--- src/rtl/lsu_pkg.sv ---
`default_nettype none
// ============================================================================
//  Module      : lsu_pkg
//  Description : Shared types and constants for the load/store unit.
//                - FSM state enum for the access sequencer
//                - transfer-size codes, as derived from func3[1:0]
//                - func3 load/store encodings, shared with the decoder
//  Revision    : 1.0 - initial release
// ============================================================================
package lsu_pkg;

    typedef enum logic [1:0] {
        IDLE = 2'b00,
        REQ  = 2'b01,
        RESP = 2'b10
    } lsu_state_e;

    // Transfer size codes (func3[1:0]; 2'b11 is treated as word)
    localparam logic [1:0] SZ_B = 2'b00;
    localparam logic [1:0] SZ_H = 2'b01;
    localparam logic [1:0] SZ_W = 2'b10;

    // func3 encodings, shared with the instruction controller
    localparam logic [2:0] F3_LB  = 3'b000;
    localparam logic [2:0] F3_LH  = 3'b001;
    localparam logic [2:0] F3_LW  = 3'b010;
    localparam logic [2:0] F3_LBU = 3'b100;
    localparam logic [2:0] F3_LHU = 3'b101;
    localparam logic [2:0] F3_SB  = 3'b000;
    localparam logic [2:0] F3_SH  = 3'b001;
    localparam logic [2:0] F3_SW  = 3'b010;

    // Map func3 to a transfer size; the reserved 2'b11 code becomes a word
    function automatic logic [1:0] size_of(input logic [2:0] func3);
        return (func3[1:0] == 2'b11) ? SZ_W : func3[1:0];
    endfunction

endpackage : lsu_pkg
`default_nettype wire

--- src/rtl/lsu_data_align.sv ---
`default_nettype none
// ============================================================================
//  Module      : lsu_data_align
//  Description : Purely combinational data formatting for the LSU.
//                Store side: lane replication and byte-strobe generation.
//                Load side : byte/half extraction with sign/zero extension.
//  Ports       : i_st_size/i_st_off/i_st_data -> o_st_data, o_st_strb
//                i_ld_size/i_ld_off/i_ld_unsigned/i_ld_word -> o_ld_data
//  Revision    : 1.0 - initial release
// ============================================================================
module lsu_data_align
    import lsu_pkg::*;
(
    input  logic [1:0]  i_st_size,     // store size code
    input  logic [1:0]  i_st_off,      // byte offset, already size-truncated
    input  logic [31:0] i_st_data,     // store source register
    output logic [31:0] o_st_data,     // lane-replicated store data
    output logic [3:0]  o_st_strb,     // byte strobes
    input  logic [1:0]  i_ld_size,     // load size code
    input  logic [1:0]  i_ld_off,      // byte offset, already size-truncated
    input  logic        i_ld_unsigned, // 1 = zero-extend
    input  logic [31:0] i_ld_word,     // raw read word
    output logic [31:0] o_ld_data      // extended load result
);

    logic [31:0] w_ld_shift;

    always_comb begin
        o_st_data = i_st_data;
        o_st_strb = 4'b1111;
        case (i_st_size)
            SZ_B: begin
                o_st_data = {4{i_st_data[7:0]}};
                o_st_strb = 4'b0001 << i_st_off;
            end
            SZ_H: begin
                o_st_data = {2{i_st_data[15:0]}};
                o_st_strb = 4'b0011 << {i_st_off[1], 1'b0};
            end
            default: begin
                o_st_data = i_st_data;
                o_st_strb = 4'b1111;
            end
        endcase
    end

    // Bring the addressed lane down to bit 0 before extending
    assign w_ld_shift = i_ld_word >> {i_ld_off, 3'b000};

    always_comb begin
        o_ld_data = i_ld_word;
        case (i_ld_size)
            SZ_B: o_ld_data = {{24{~i_ld_unsigned & w_ld_shift[7]}}, w_ld_shift[7:0]};
            SZ_H: o_ld_data = {{16{~i_ld_unsigned & w_ld_shift[15]}}, w_ld_shift[15:0]};
            default: o_ld_data = i_ld_word;
        endcase
    end

endmodule : lsu_data_align
`default_nettype wire

--- src/rtl/lsu_access_ctrl.sv ---
`default_nettype none
// ============================================================================
//  Module      : lsu_access_ctrl
//  Description : Multi-cycle load/store sequencer between execute and a
//                req/ready data-memory port. Stalls the pipeline while a
//                transfer is in flight and returns extended load data.
//  Ports       : clk, rst (sync, active-high)
//                op_valid, MemRead, MemWrite, Mem_mode, Mem_read_us,
//                addr, wdata                      - from execute
//                stall, done, rdata, bus_err, misalign - to pipeline
//                mem_req, mem_we, mem_addr, mem_wdata, mem_wstrb,
//                mem_ready, mem_rdata             - memory bus
//  Options     : LSU_MISALIGN_TRAP_EN - misaligned half/word accesses are
//                completed without a bus cycle and flagged on misalign.
//                Otherwise offending low address bits are truncated.
//  Revision    : 1.0 - initial release
// ============================================================================
module lsu_access_ctrl
    import lsu_pkg::*;
#(
    parameter int TIMEOUT_CYCLES = 255,  // 0 disables the timeout
    parameter int ADDR_W         = 32
) (
    input  logic              clk,
    input  logic              rst,
    input  logic              op_valid,
    input  logic              MemRead,
    input  logic              MemWrite,
    input  logic [2:0]        Mem_mode,
    input  logic              Mem_read_us,
    input  logic [ADDR_W-1:0] addr,
    input  logic [31:0]       wdata,
    output logic              stall,
    output logic              done,
    output logic [31:0]       rdata,
    output logic              bus_err,
    output logic              misalign,
    output logic              mem_req,
    output logic              mem_we,
    output logic [ADDR_W-1:0] mem_addr,
    output logic [31:0]       mem_wdata,
    output logic [3:0]        mem_wstrb,
    input  logic              mem_ready,
    input  logic [31:0]       mem_rdata
);

    localparam int TMR_W = (TIMEOUT_CYCLES > 1) ? $clog2(TIMEOUT_CYCLES + 1) : 1;
    localparam logic [TMR_W-1:0] C_TIMEOUT = TMR_W'(TIMEOUT_CYCLES);

    lsu_state_e r_state, w_state_nxt;

    logic [TMR_W-1:0]  r_timer;
    logic              r_we;
    logic [ADDR_W-1:0] r_addr;
    logic [31:0]       r_wdata;
    logic [3:0]        r_wstrb;
    logic [1:0]        r_ld_size;
    logic [1:0]        r_ld_off;
    logic              r_ld_us;
    logic [31:0]       r_rdata;
    logic              r_bus_err;

    logic              w_access;
    logic [1:0]        w_size;
    logic [1:0]        w_off;
    logic [31:0]       w_st_data;
    logic [3:0]        w_st_strb;
    logic [31:0]       w_ld_data;
    logic [TMR_W-1:0]  w_timer_inc;
    logic              w_timeout;
    logic              w_trap;
    logic              w_unused;

    // func3[2] duplicates Mem_read_us, which the decoder already supplies
    assign w_unused = Mem_mode[2];

    assign w_access = op_valid & (MemRead | MemWrite);
    assign w_size   = size_of(Mem_mode);

    // Offset truncated to the natural alignment of the access size
    always_comb begin
        case (w_size)
            SZ_B:    w_off = addr[1:0];
            SZ_H:    w_off = {addr[1], 1'b0};
            default: w_off = 2'b00;
        endcase
    end

`ifdef LSU_MISALIGN_TRAP_EN
    logic w_misaligned;
    logic r_misalign;
    assign w_misaligned = ((w_size == SZ_H) && addr[0]) ||
                          ((w_size == SZ_W) && (addr[1:0] != 2'b00));
    assign w_trap   = w_misaligned;
    assign misalign = r_misalign;
`else
    assign w_trap   = 1'b0;
    assign misalign = 1'b0;
`endif

    lsu_data_align u_align (
        .i_st_size     (w_size),
        .i_st_off      (w_off),
        .i_st_data     (wdata),
        .o_st_data     (w_st_data),
        .o_st_strb     (w_st_strb),
        .i_ld_size     (r_ld_size),
        .i_ld_off      (r_ld_off),
        .i_ld_unsigned (r_ld_us),
        .i_ld_word     (mem_rdata),
        .o_ld_data     (w_ld_data)
    );

    // w_timer_inc is the count of unanswered REQ cycles including this one
    assign w_timer_inc = r_timer + 1'b1;
    assign w_timeout   = (TIMEOUT_CYCLES != 0) && (w_timer_inc == C_TIMEOUT);

    always_comb begin
        w_state_nxt = r_state;
        case (r_state)
            IDLE:    if (w_access) w_state_nxt = w_trap ? RESP : REQ;
            REQ:     if (mem_ready || w_timeout) w_state_nxt = RESP;
            RESP:    w_state_nxt = IDLE;
            default: w_state_nxt = IDLE;
        endcase
    end

    always_ff @(posedge clk) begin
        if (rst) begin
            r_state   <= IDLE;
            r_timer   <= '0;
            r_we      <= 1'b0;
            r_addr    <= '0;
            r_wdata   <= '0;
            r_wstrb   <= '0;
            r_ld_size <= '0;
            r_ld_off  <= '0;
            r_ld_us   <= 1'b0;
            r_rdata   <= '0;
            r_bus_err <= 1'b0;
`ifdef LSU_MISALIGN_TRAP_EN
            r_misalign <= 1'b0;
`endif
        end else begin
            r_state <= w_state_nxt;
            case (r_state)
                IDLE: begin
                    if (w_access) begin
                        r_timer   <= '0;
                        r_we      <= MemWrite;
                        r_addr    <= {addr[ADDR_W-1:2], 2'b00};
                        r_wdata   <= w_st_data;
                        r_wstrb   <= MemWrite ? w_st_strb : 4'b0000;
                        r_ld_size <= w_size;
                        r_ld_off  <= w_off;
                        r_ld_us   <= Mem_read_us;
`ifdef LSU_MISALIGN_TRAP_EN
                        // Trapped access goes straight to RESP with a clean result
                        if (w_misaligned) begin
                            r_rdata    <= '0;
                            r_bus_err  <= 1'b0;
                            r_misalign <= 1'b1;
                        end
`endif
                    end
                end
                REQ: begin
                    if (mem_ready) begin
                        r_rdata   <= r_we ? 32'h0 : w_ld_data;
                        r_bus_err <= 1'b0;
`ifdef LSU_MISALIGN_TRAP_EN
                        r_misalign <= 1'b0;
`endif
                    end else begin
                        r_timer <= w_timer_inc;
                        if (w_timeout) begin
                            r_rdata   <= '0;
                            r_bus_err <= 1'b1;
`ifdef LSU_MISALIGN_TRAP_EN
                            r_misalign <= 1'b0;
`endif
                        end
                    end
                end
                default: ;
            endcase
        end
    end

    // rst masks the request/handshake outputs in the same cycle so the bus
    // sees the abort without waiting for the state register to clear
    assign mem_req   = (r_state == REQ) & ~rst;
    assign stall     = ~rst & (((r_state == IDLE) & w_access) | (r_state == REQ));
    assign done      = (r_state == RESP) & ~rst;
    assign mem_we    = r_we;
    assign mem_addr  = r_addr;
    assign mem_wdata = r_wdata;
    assign mem_wstrb = r_wstrb;
    assign rdata     = r_rdata;
    assign bus_err   = r_bus_err;

endmodule : lsu_access_ctrl
`default_nettype wire
--- config.mk ---
export PLATFORM = sky130hd
export DESIGN_NAME = lsu_access_ctrl
export DESIGN_NICKNAME = d
export VERILOG_FILES = /design/src/rtl/lsu_pkg.sv /design/src/rtl/lsu_data_align.sv /design/src/rtl/lsu_access_ctrl.sv
export SDC_FILE = /design/constraint.sdc
export NUM_CORES = 1
export LEC_CHECK = 0
export BUFFER_PORTS_ARGS = -buffer_cell sky130_fd_sc_hd__buf_2
export CAP_MARGIN = 20
export CELL_PAD_IN_SITES_DETAIL_PLACEMENT = 0
export CELL_PAD_IN_SITES_GLOBAL_PLACEMENT = 1
export CORE_MARGIN = 2
export CORE_UTILIZATION = 35
export DETAILED_ROUTE_END_ITERATION = 10
export HOLD_SLACK_MARGIN = 0.05
export PLACE_DENSITY = 0.9
export SLEW_MARGIN = 0
export SYNTH_ARGS = -nofsm -noshare
export SYNTH_HDL_FRONTEND = slang
export SYNTH_SLANG_ARGS = --single-unit
--- constraint.sdc ---
create_clock -name clk -period 4.05 [get_ports clk]
set_input_delay 0.405 -clock clk [delete_from_list [all_inputs] [get_ports clk]]
set_output_delay 0.405 -clock clk [all_outputs]
set_load 0.05 [all_outputs]
== Word level (Yosys, flattened, before mapping) ==
Cells that the tools add are included.

* Register bits: 115
* Output and inout bits: 106
* Bits of input ports: 106
* Logic and storage cells: 62

* Add/subtract/negate cells: 1
* Reductions and logical operators: 10
* Shift operators: 3
* Muxes and demuxes: 17
* Equal/unequal tests: 9
* Bitwise logic cells: 11

{| class="wikitable"
|+ Operators with widths
! kind !! count
|-
| 32-bit one-hot mux with 2 select lines || 2
|-
| 32-bit two-way mux || 3
|-
| 32-bit by 5-bit >> shifter with 16-bit output || 1
|-
| 8-bit two-way mux || 2
|-
| 8-bit one-hot mux with 2 select lines || 1
|-
| 8-bit by 1-bit adder with 8-bit output (second input constant) || 1
|-
| 8-bit equality test (second input constant) || 1
|-
| 2-bit one-hot mux with 2 select lines || 2
|-
| 4-bit one-hot mux with 2 select lines || 1
|-
| 1-bit AND || 7
|-
| 2-bit by 1-bit equality test with 1-bit output (second input constant) || 3
|-
| 2-bit zero test || 3
|-
| 2-bit two-way mux || 3
|-
| 2-bit inequality test (second input constant) || 3
|-
| 2-bit AND reduction || 3
|-
| 2-bit equality test (second input constant) || 2
|-
| 4-bit two-way mux || 1
|-
| 2-bit nonzero test || 2
|-
| 1-bit by 2-bit << shifter with 4-bit output (first input constant) || 1
|-
| 2-bit by 2-bit << shifter with 4-bit output (first input constant) || 1
|-
| 3-bit AND reduction || 1
|-
| 1-bit two-way mux || 2
|-
| 1-bit NOT || 2
|-
| 1-bit bitwise OR || 2
|-
| 1-bit logical OR || 1
|}

== Longest topological paths before layout ==
Gate-level depths: netlist (run 1).

* Word-level depth: 7
* Depth in mapped cells: 9
* Mapped depth without buffers: 6

== By module ==
A second synthesis (run 1) with hierarchy kept.

* Cells, all modules: 709
* Area, all modules: 5569.1 µm²

{| class="wikitable"
|+ Modules (own cells, without submodules)
! module !! cells each !! instances !! area an instance (µm²) !! sequential area each (µm²)
|-
| lsu_access_ctrl || 536 || 1 || 4375.4 || 2302.2
|-
| lsu_data_align || 173 || 1 || 1193.6 || 0.0
|}

== Worst setup path after synthesis (run 1) ==
Ideal clock, no wire load.

* Kind: input to output
* From: in rst
* To: out stall
* Cell stages on the path: 3
* Required time: 3645 ps
* Path slack: 1686 ps
* Buffers on the path: 2
* Data arrival time: 1959 ps
* Path through: clkbuf_1 clkbuf_1 a211oi_1

* Cells in the longest elaborated chain, start to end: 2

{| class="wikitable"
|+ RTL lines
! what !! line !! RTL
|-
| from (decl) || lsu_access_ctrl.sv:25 || <nowiki>input logic rst,</nowiki>
|-
| 1-bit NOT || lsu_access_ctrl.sv:193 || <nowiki>assign stall = ~rst & (((r_state == IDLE) & w_access) | (r_state == REQ));</nowiki>
|-
| 1-bit AND || lsu_access_ctrl.sv:193 ||
|-
| to (decl) || lsu_access_ctrl.sv:33 || <nowiki>output logic stall,</nowiki>
|}

Every way passes these cells.

== Final worst setup path (run 1) ==
* From: reg r_timer[0]
* To: reg r_bus_err (netlist: bus_err)

* Cells in the longest elaborated chain, start to end: 4

{| class="wikitable"
|+ RTL lines
! what !! line !! RTL
|-
| from (decl) || lsu_access_ctrl.sv:52 || <nowiki>logic [TMR_W-1:0] r_timer;</nowiki>
|-
| from (signal assigned) || lsu_access_ctrl.sv:175 || <nowiki>r_timer <= w_timer_inc;</nowiki>
|-
| 8-bit by 1-bit adder with 8-bit output || lsu_access_ctrl.sv:115 || <nowiki>assign w_timer_inc = r_timer + 1'b1;</nowiki>
|-
| 8-bit equality test || lsu_access_ctrl.sv:116 || <nowiki>assign w_timeout = (TIMEOUT_CYCLES != 0) && (w_timer_inc == C_TIMEOUT);</nowiki>
|-
| 2-bit nonzero test (no source line) || - ||
|-
| 2-bit AND reduction (no source line) || - ||
|-
| to (signal assigned) || lsu_access_ctrl.sv:140 || <nowiki>r_bus_err <= 1'b0;</nowiki>
|-
| to (signal assigned) || lsu_access_ctrl.sv:170 || <nowiki>r_bus_err <= 1'b0;</nowiki>
|-
| to (signal assigned) || lsu_access_ctrl.sv:178 || <nowiki>r_bus_err <= 1'b1;</nowiki>
|-
| to (decl) || lsu_access_ctrl.sv:61 || <nowiki>logic r_bus_err;</nowiki>
|}

Every way passes these cells.
A chain may end at the register's enable or synchronous reset.

==> summary.md, run 1 <==
| Metric | Value |
|---|---|
| CTS Buffer Depth | `2` |
| Gate power share | `0.208` |
| FMAX | `429 MHz` |
| # rows | `46` |
| Drt total wl | `between 15 and 20 mm` |
| Required @ worst endpoint | `4350 ps` |
| Final GP Congestion | `0.840` |
| Net Sw Frac | `0.332` |
| Max-Cap Viols | `0` |
| Postcts setup bufs | `0` |
| Final hold violations | `0` |
| Clk sinks | `115` |
| Synth Instances | `724` |
| Max transition margin | `0.374` |
| Post-DP HPWL | `12.1 mm` |
| GRT Total Usage | `0.206` |
| Remaining DRCs | `0` |
| Yosys cell types | `53` |
| Fin Setup TNS | `0 ps` |
| Worst path arrival time | `2630 ps` |
| Synth warn | `0` |
| Hold Crit Class | `in -> reg` |
| Initial antenna violation count | `3` |
| Ranking of synthesized cells by area | `dfxtp_1, nand2_1, a21oi_1` |
| Post-route minimum period | `2330 ps` |
| Switching Power | `0.00115 W` |
| Internal Pwr Total | `0.00231 W` |
| Boundary pin count | `212` |
| Startpoint Class | `register` |
| Clk_lat worst skew | `410 ps` |
| Crit-path max FO | `34` |
| Number of enable flip-flop cells after synthesis | `0` |
| Die Wd | `131 um` |
| Fin crit share | `0.576` |
| First-pass GRT wire length | `27.6 mm` |
| Core Util, Final | `0.464` |
| Sequential element share of the synthesized area | `0.411` |
| Clock power frac | `0.427` |
| Starting Density | `0.356` |
| Largest net degree at the start of global routing | `just under 80` |
| Seq cells post-synth | `roughly 120` |
| Routed vias | `about 5800` |
| Mean Syn Cell Area | `7.75 sq um` |
| Die footprint | `17100 sq um` |
| Pwr/cell area | `474 nW/um^2` |
| Iteration-0 DRC count of the detailed router | `350` |
| Top cell type's share of synthesized area | `0.411` |
| Routed Antenna Nets | `0` |
| Slew Viols, Final | `0` |
| Root Driver | `clkbuf_16` |
| TritonCTS clock tree | `done` |
| CP Class | `reg -> reg` |
| Clock skew | `between 10 and 15 ps` |
| Post-CTS Resized | `0` |
| Worst Setup End Kind | `register` |
| Pre-CTS setup slack | `between 1500 and 2000 ps` |
| Die H | `131 um` |
| Clock transition at the registers of the reported paths | `approximately 60 ps` |
| Grt ovf | `0` |
| Core area | `15800 sq um` |
| Fill cell count | `1645` |
| Worst hold slack | `222 ps` |
| Final setup viols | `0` |
| Layout cells sized above 1 | `0.293` |
| Routed vias/inst | `5.19` |
| Peak VDD IR | `~260 uV` |
| Routed len/inst | `approximately 16 um` |
| Cts bufs inserted | `17` |
| Commonest cells post-synth | `nand2_1, dfxtp_1, a21oi_1, nor2_1, clkbuf_1` |
| Worst-margin pin slew | `937 ps` |
| Biggest area consumer among synthesized cells | `dfxtp_1` |
| Most common cell in the synthesized netlist | `nand2_1` |
| Leakage | `3.20 nW` |
| Hold_buf cts | `0` |
| Synth Cell Area | `5610 sq um` |
| Outcome | `complete, no violations` |
| Port Buffer Count | `207` |
| Fraction of registers with async set/reset | `0` |
| Layout area overhead | `30.3%` |
| Reg power frac | `0.365` |
| H-tree depth | `4` |
| Final nets | `1004` |
| CP Cell Sequence | `ha_1 -> a21o_2 -> a21oi_1 -> a21oi_4 -> nor3_1 -> o21a_1` |
| Synth Flop Type | `dfxtp_1` |
| RSZ-0062 raised after global routing | `false` |
| Final worst slack | `1720 ps` |
| Critical Path Max Stage Delay | `740 ps` |
| Vias in the first global route | `~5400` |
| Slowest-stage cell, CP | `a21oi_4` |
| Drt pass-1 iters | `5` |
[final cells by class]
class	instances	area, sq um	share of cell area
clock buffers	17	425	0.0582
multi-input cells	538	3000	0.410
clock inverters	14	158	0.0216
diodes	2	5.00	0.000685
inverters	7	26.3	0.00359
repair buffers	217	1130	0.154
flip-flops and latches	115	2300	0.315
well taps	216	270	0.0370
[registers in the layout, summed over array words and instances (netlist names)]
| name | count |
|---|---|
| mem_wdata | 32 |
| rdata | 32 |
| mem_addr | 30 |
| r_timer | 8 |
| mem_wstrb | 4 |
| r_ld_off | 2 |
| r_ld_size | 2 |
| r_state | 2 |
| bus_err | 1 |
| mem_we | 1 |
| r_ld_us | 1 |
[layer usage]
metal	track usage	routed length, um
met3	0.0745	1640
met1	0.252	7430
met4	0.0857	378
met5	0	25
met2	0.328	8050
[placed cells by master (no fill, tap or decap), drive strengths merged, types with 5 or more instances in the layout]
cell type	n
a32oi	23
clkbuf	17
and2	8
o21ai	34
dfxtp	115
mux2i	23
a211oi	12
a311oi	8
a21oi	77
buf	217
nand2b	20
o221ai	8
o211ai	25
inv	9
nor3	7
nor2	56
nand2	162
clkinv	8
a31o	7
nor3b	8
nand3	19
or3	5
[path summary, 6_finish.rpt]
path / startpoint / slack [ps] / depth (start not counted) / to
setup / recovery: r_timer[0] / 1720 / 6 / bus_err
hold / removal: addr[8] / 220 / 3 / mem_addr[8]
setup reg to reg: r_timer[0] / 1720 / 6 / bus_err
hold reg to reg: mem_addr[24] / 450 / 2 / mem_addr[24]
[critical path: cells and delay by family, from the launching register on]
family,cells,cell delay [ps]
flip-flops,1,500
AO/OA/AOI/OAI,4,1190
adder cells (fa/ha/maj),1,390
AND/OR/NAND/NOR,1,140
[per-stage QoR]
step	total power (W)	cell area (sq um)	cells
final	0.00346	7310	1126
after global routing	0.00362	7310	1125
after CTS	0.00350	7300	1124
after detailed placement	0.00201	6720	1093
after global placement	0.00201	6720	1093
after floorplan	0.00180	5620	726
[kinds of logic (layout without fill, tap and decap cells)]
logic type / after synthesis / count (layout) / share of synthesized area
muxes: 25 / 25 / 0.0471
other: 1 / 5 / 0.000669
buffers and inverters: 73 / 255 / 0.0589
DFF: 115 / 115 / 0.411
AOI/OAI and AO/OA: 208 / 208 / 0.242
and+or+nand+nor: 300 / 300 / 0.237
adders and majority gates: 2 / 2 / 0.00446
[power by group through the flow]
stage	registers, W	clock network, W	logic (W)
floorplan	0.00155	0	0.000246
global placement	0.00129	0	0.000721
detailed placement	0.00129	0	0.000724
CTS	0.00127	0.00151	0.000725
global route	0.00128	0.00157	0.000776
finish	0.00127	0.00148	0.000719
Power figures use the tool's default switching activity.
==> run 2, diff against run 1 <==
--- a/config.mk
+++ b/config.mk
@@ -5,15 +5,16 @@
 export SDC_FILE = /design/constraint.sdc
 export NUM_CORES = 1
 export LEC_CHECK = 0
+export ABC_AREA = 1
 export BUFFER_PORTS_ARGS = -buffer_cell sky130_fd_sc_hd__buf_2
 export CAP_MARGIN = 20
 export CELL_PAD_IN_SITES_DETAIL_PLACEMENT = 0
 export CELL_PAD_IN_SITES_GLOBAL_PLACEMENT = 1
 export CORE_MARGIN = 2
-export CORE_UTILIZATION = 35
+export CORE_UTILIZATION = 33
 export DETAILED_ROUTE_END_ITERATION = 10
 export HOLD_SLACK_MARGIN = 0.05
-export PLACE_DENSITY = 0.9
+export PLACE_DENSITY = 0.89
 export SLEW_MARGIN = 0
 export SYNTH_ARGS = -nofsm -noshare
 export SYNTH_HDL_FRONTEND = slang
==> constraint.sdc (replaced) <==
create_clock -name clk -period 2.3 [get_ports clk]
set_input_delay 0.23 -clock clk [delete_from_list [all_inputs] [get_ports clk]]
set_output_delay 0.23 -clock clk [all_outputs]
set_load 0.05 [all_outputs]
==> summary.md, run 2 <==
| Metric | Value |
|---|---|
| Outcome | `complete, no violations` |
| Postcts setup bufs | `0 (unchanged)` |
| Net Sw Frac | `0.332 (+0.000476)` |
| Fraction of registers with async set/reset | `0 (unchanged)` |
| Layout cells sized above 1 | `0.267 (-0.0263)` |
| Worst path arrival time | `2340 ps (-290 ps)` |
| Hold worst-path end | `mem_addr[27]` |
| Die footprint | `17600 sq um (+3.3%)` |
| Worst-margin pin slew | `602 ps (-336 ps)` |
| Synth warn | `0 (unchanged)` |
| Starting Density | `0.333 (-0.0225)` |
| TritonCTS clock tree | `done` |
| Pwr/cell area | `803 nW/um^2 (+70%)` |
| Seq cells post-synth | `115 (unchanged)` |
| Top cell type's share of synthesized area | `0.421 (+0.0107)` |
| Routed len/inst | `14.1 um (-9.2%)` |
| RSZ-0062 raised after global routing | `false` |
| Leakage | `3.47 nW (+8.3%)` |
| Hold_buf cts | `11 (+11)` |
| Commonest cells post-synth | `nand2_1, a21oi_1, dfxtp_1, nand3_1, inv_1` |
| Routed vias/inst | `4.78 (-7.9%)` |
| Post-route minimum period | `2050 ps (-286 ps)` |
| Crit-path max FO | `29 (-15%)` |
| Reg power frac | `0.367 (+0.002)` |
| # rows | `47 (+2.2%)` |
| Most common cell in the synthesized netlist | `nand2_1` |
| Clk sinks | `115 (unchanged)` |
| Die Wd | `133 um (+1.6%)` |
| H-tree depth | `4 (unchanged)` |
| Routed vias | `6023 (+3.0%)` |
| Worst reg2reg path depth | `13 (+7)` |
| Yosys cell types | `32 (-40%)` |
| Most common cell after layout, fill and taps aside | `nand2_1` |
| Peak VDD IR | `444 uV (+72%)` |
| Gate power share | `0.222 (+0.014)` |
| Clock power frac | `0.411 (-0.016)` |
| Root Driver | `clkbuf_16` |
| Startpoint Class | `register` |
| Core area | `16400 sq um (+4.0%)` |
| Worst flop-to-flop path startpoint | `r_timer[0]` |
| Drt pass-1 iters | `5 (unchanged)` |
| CTS Buffer Depth | `2 (unchanged)` |
| Final worst slack | `254 ps (-1460 ps)` |
| Drt total wl | `17.8 mm (+1.5%)` |
| Remaining DRCs | `0 (unchanged)` |
| Required @ worst endpoint | `2600 ps (-1750 ps)` |
| Internal Pwr Total | `0.00396 W (+71%)` |
| GR Layer Usage met2 | `0.322 (-0.00659)` |
| Clock transition at the registers of the reported paths | `50 ps (about the same)` |
| Pre-CTS setup slack | `281 ps (-1310 ps)` |
| Final nets | `1134 (+13%)` |
| Die H | `133 um (+1.6%)` |
| Clk_lat worst skew | `420 ps (about the same)` |
| Reg-to-reg endpoint | `rdata[26]` |
| Boundary pin count | `212 (unchanged)` |
| Final hold violations | `0 (unchanged)` |
| Met1 Use GR | `0.257 (+0.00558)` |
| CP Class | `reg -> reg` |
| Post-DP HPWL | `12.9 mm (+6.5%)` |
| Grt peak-use layer | `met2` |
| Worst Setup End Kind | `register` |
| Clock skew | `6.77 ps (-4.44 ps)` |
| Diode count | `0 (-2)` |
| Port Buffer Count | `207 (unchanged)` |
| First-pass GRT wire length | `28.2 mm (+2.3%)` |
| Fin crit share | `0.889 (+0.314)` |
| Post-Place Cells | `1216 (+11%)` |
| Slew Viols, Final | `0 (unchanged)` |
| Ranking of synthesized cells by area | `dfxtp_1, nand2_1, a21oi_1` |
| Mean Syn Cell Area | `6.67 sq um (-14%)` |
| Synth Cell Area | `5470 sq um (-2.5%)` |
| Max-Cap Viols | `0 (unchanged)` |
| Biggest area consumer among synthesized cells | `dfxtp_1` |
| Sequential element share of the synthesized area | `0.421 (+0.0107)` |
| Vias in the first global route | `5489 (+1.1%)` |
| Largest net degree at the start of global routing | `63 (-18%)` |
| Hold Crit Class | `in -> reg` |
| Cts bufs inserted | `17 (unchanged)` |
| Flop2flop setup slack | `250 ps (-1460 ps)` |
| Number of enable flip-flop cells after synthesis | `0 (unchanged)` |
| Initial antenna violation count | `0 (-3)` |
| Routed Antenna Nets | `0 (unchanged)` |
| GRT Total Usage | `0.201 (-0.00418)` |
| Layout area overhead | `35.0%` |
| Final std cells w/o fill | `1259 (+12%)` |
| Switching Power | `0.00197 W (+71%)` |
| M3 GR Usage | `0.0648 (-0.00976)` |
| Fill cell count | `1746 (+6.1%)` |
| Worst hold stages | `3 (unchanged)` |
| Synth Instances | `819 (+13%)` |
| Grt ovf | `0 (unchanged)` |
| HP Start | `addr[27]` |
| Fin Setup TNS | `0 ps (unchanged)` |
| Synth Flop Type | `dfxtp_1` |
| Final setup viols | `0 (unchanged)` |
| Max transition margin | `0.599 (+0.225)` |
| Iteration-0 DRC count of the detailed router | `297 (-15%)` |
| Final GP Congestion | `0.875 (+4.1%)` |
| Most frequent cells in the layout | `nand2_1, buf_2, a21oi_1` |
| Post-CTS Resized | `0 (unchanged)` |
| FMAX | `489 MHz (+14%)` |
run 2: worst max-delay path, stage by stage (launching register included):
cell,delay (ps)
dfxtp_1,420
ha_1,210
nand2_2,90
nor2_2,130
nand2_1,60
nand2_1,70
nand2_1,60
nor2_2,90
nand3_2,120
nand2_4,220
buf_12,210
nand3_1,90
nand2_1,80
nor2_1,50
run 2: area by class of cell:
type / count / area, sq um / area share
multi-input cells: 590 / 2690 / 0.365
flip-flops and latches: 115 / 2300 / 0.312
repair buffers: 241 / 1330 / 0.180
clock buffers: 19 / 433 / 0.0587
well taps: 220 / 275 / 0.0373
inverters: 61 / 229 / 0.0310
clock inverters: 13 / 114 / 0.0154
run 2: worst max-delay path by stage:
stage | slack (ps) | end | cells after the start | from
after floorplan | 430 | stall | 5 | r_state[1]
after global placement | 310 | bus_err | 12 | r_timer[0]
after detailed placement | 280 | rdata[2] | 12 | r_timer[0]
after CTS | 270 | rdata[26] | 13 | r_timer[0]
after global routing | 50 | rdata[8] | 13 | r_timer[0]
final | 250 | rdata[26] | 13 | r_timer[0]
run 2: kinds of logic after synthesis:
family / share of synthesized area
fa+ha+maj: 0.00458
other cells: 0.000686
flops: 0.421
simple gates: 0.295
compound gates: 0.189
buf+inv: 0.0895
run 2: power by group through the flow:
| stage | combinational [W] | clock, W | sequential (W) |
|---|---|---|---|
| finish | 0.00131 | 0.00244 | 0.00218 |
| global route | 0.00143 | 0.00260 | 0.00219 |
| CTS | 0.00132 | 0.00249 | 0.00218 |
| detailed placement | 0.00130 | 0 | 0.00222 |
| global placement | 0.00130 | 0 | 0.00221 |
| floorplan | 0.000543 | 0 | 0.00259 |
run 2: routing by layer:
layer,vias to the layer above,share of wire,wire (um)
met5,-,0,0
met4,0,0.019,344
met3,23,0.072,1280
met2,228,0.46,8210
met1,2696,0.45,7940
li1,3076,-,-
run 2: per-stage QoR:
| step | hold slack [ps] | utilization | area, sq um | total power (W) |
|---|---|---|---|---|
| 2_1_floorplan | 375 | - | 5470 | 0.00313 |
| 3_3_place_gp | 447 | 0.410 | 6720 | 0.00351 |
| 3_5_place_dp | 452 | 0.410 | 6720 | 0.00352 |
| 4_1_cts | 50.0 | 0.450 | 7380 | 0.00598 |
| 5_1_grt | 52.7 | 0.450 | 7380 | 0.00622 |
| 6_report | 65.0 | 0.450 | 7380 | 0.00593 |
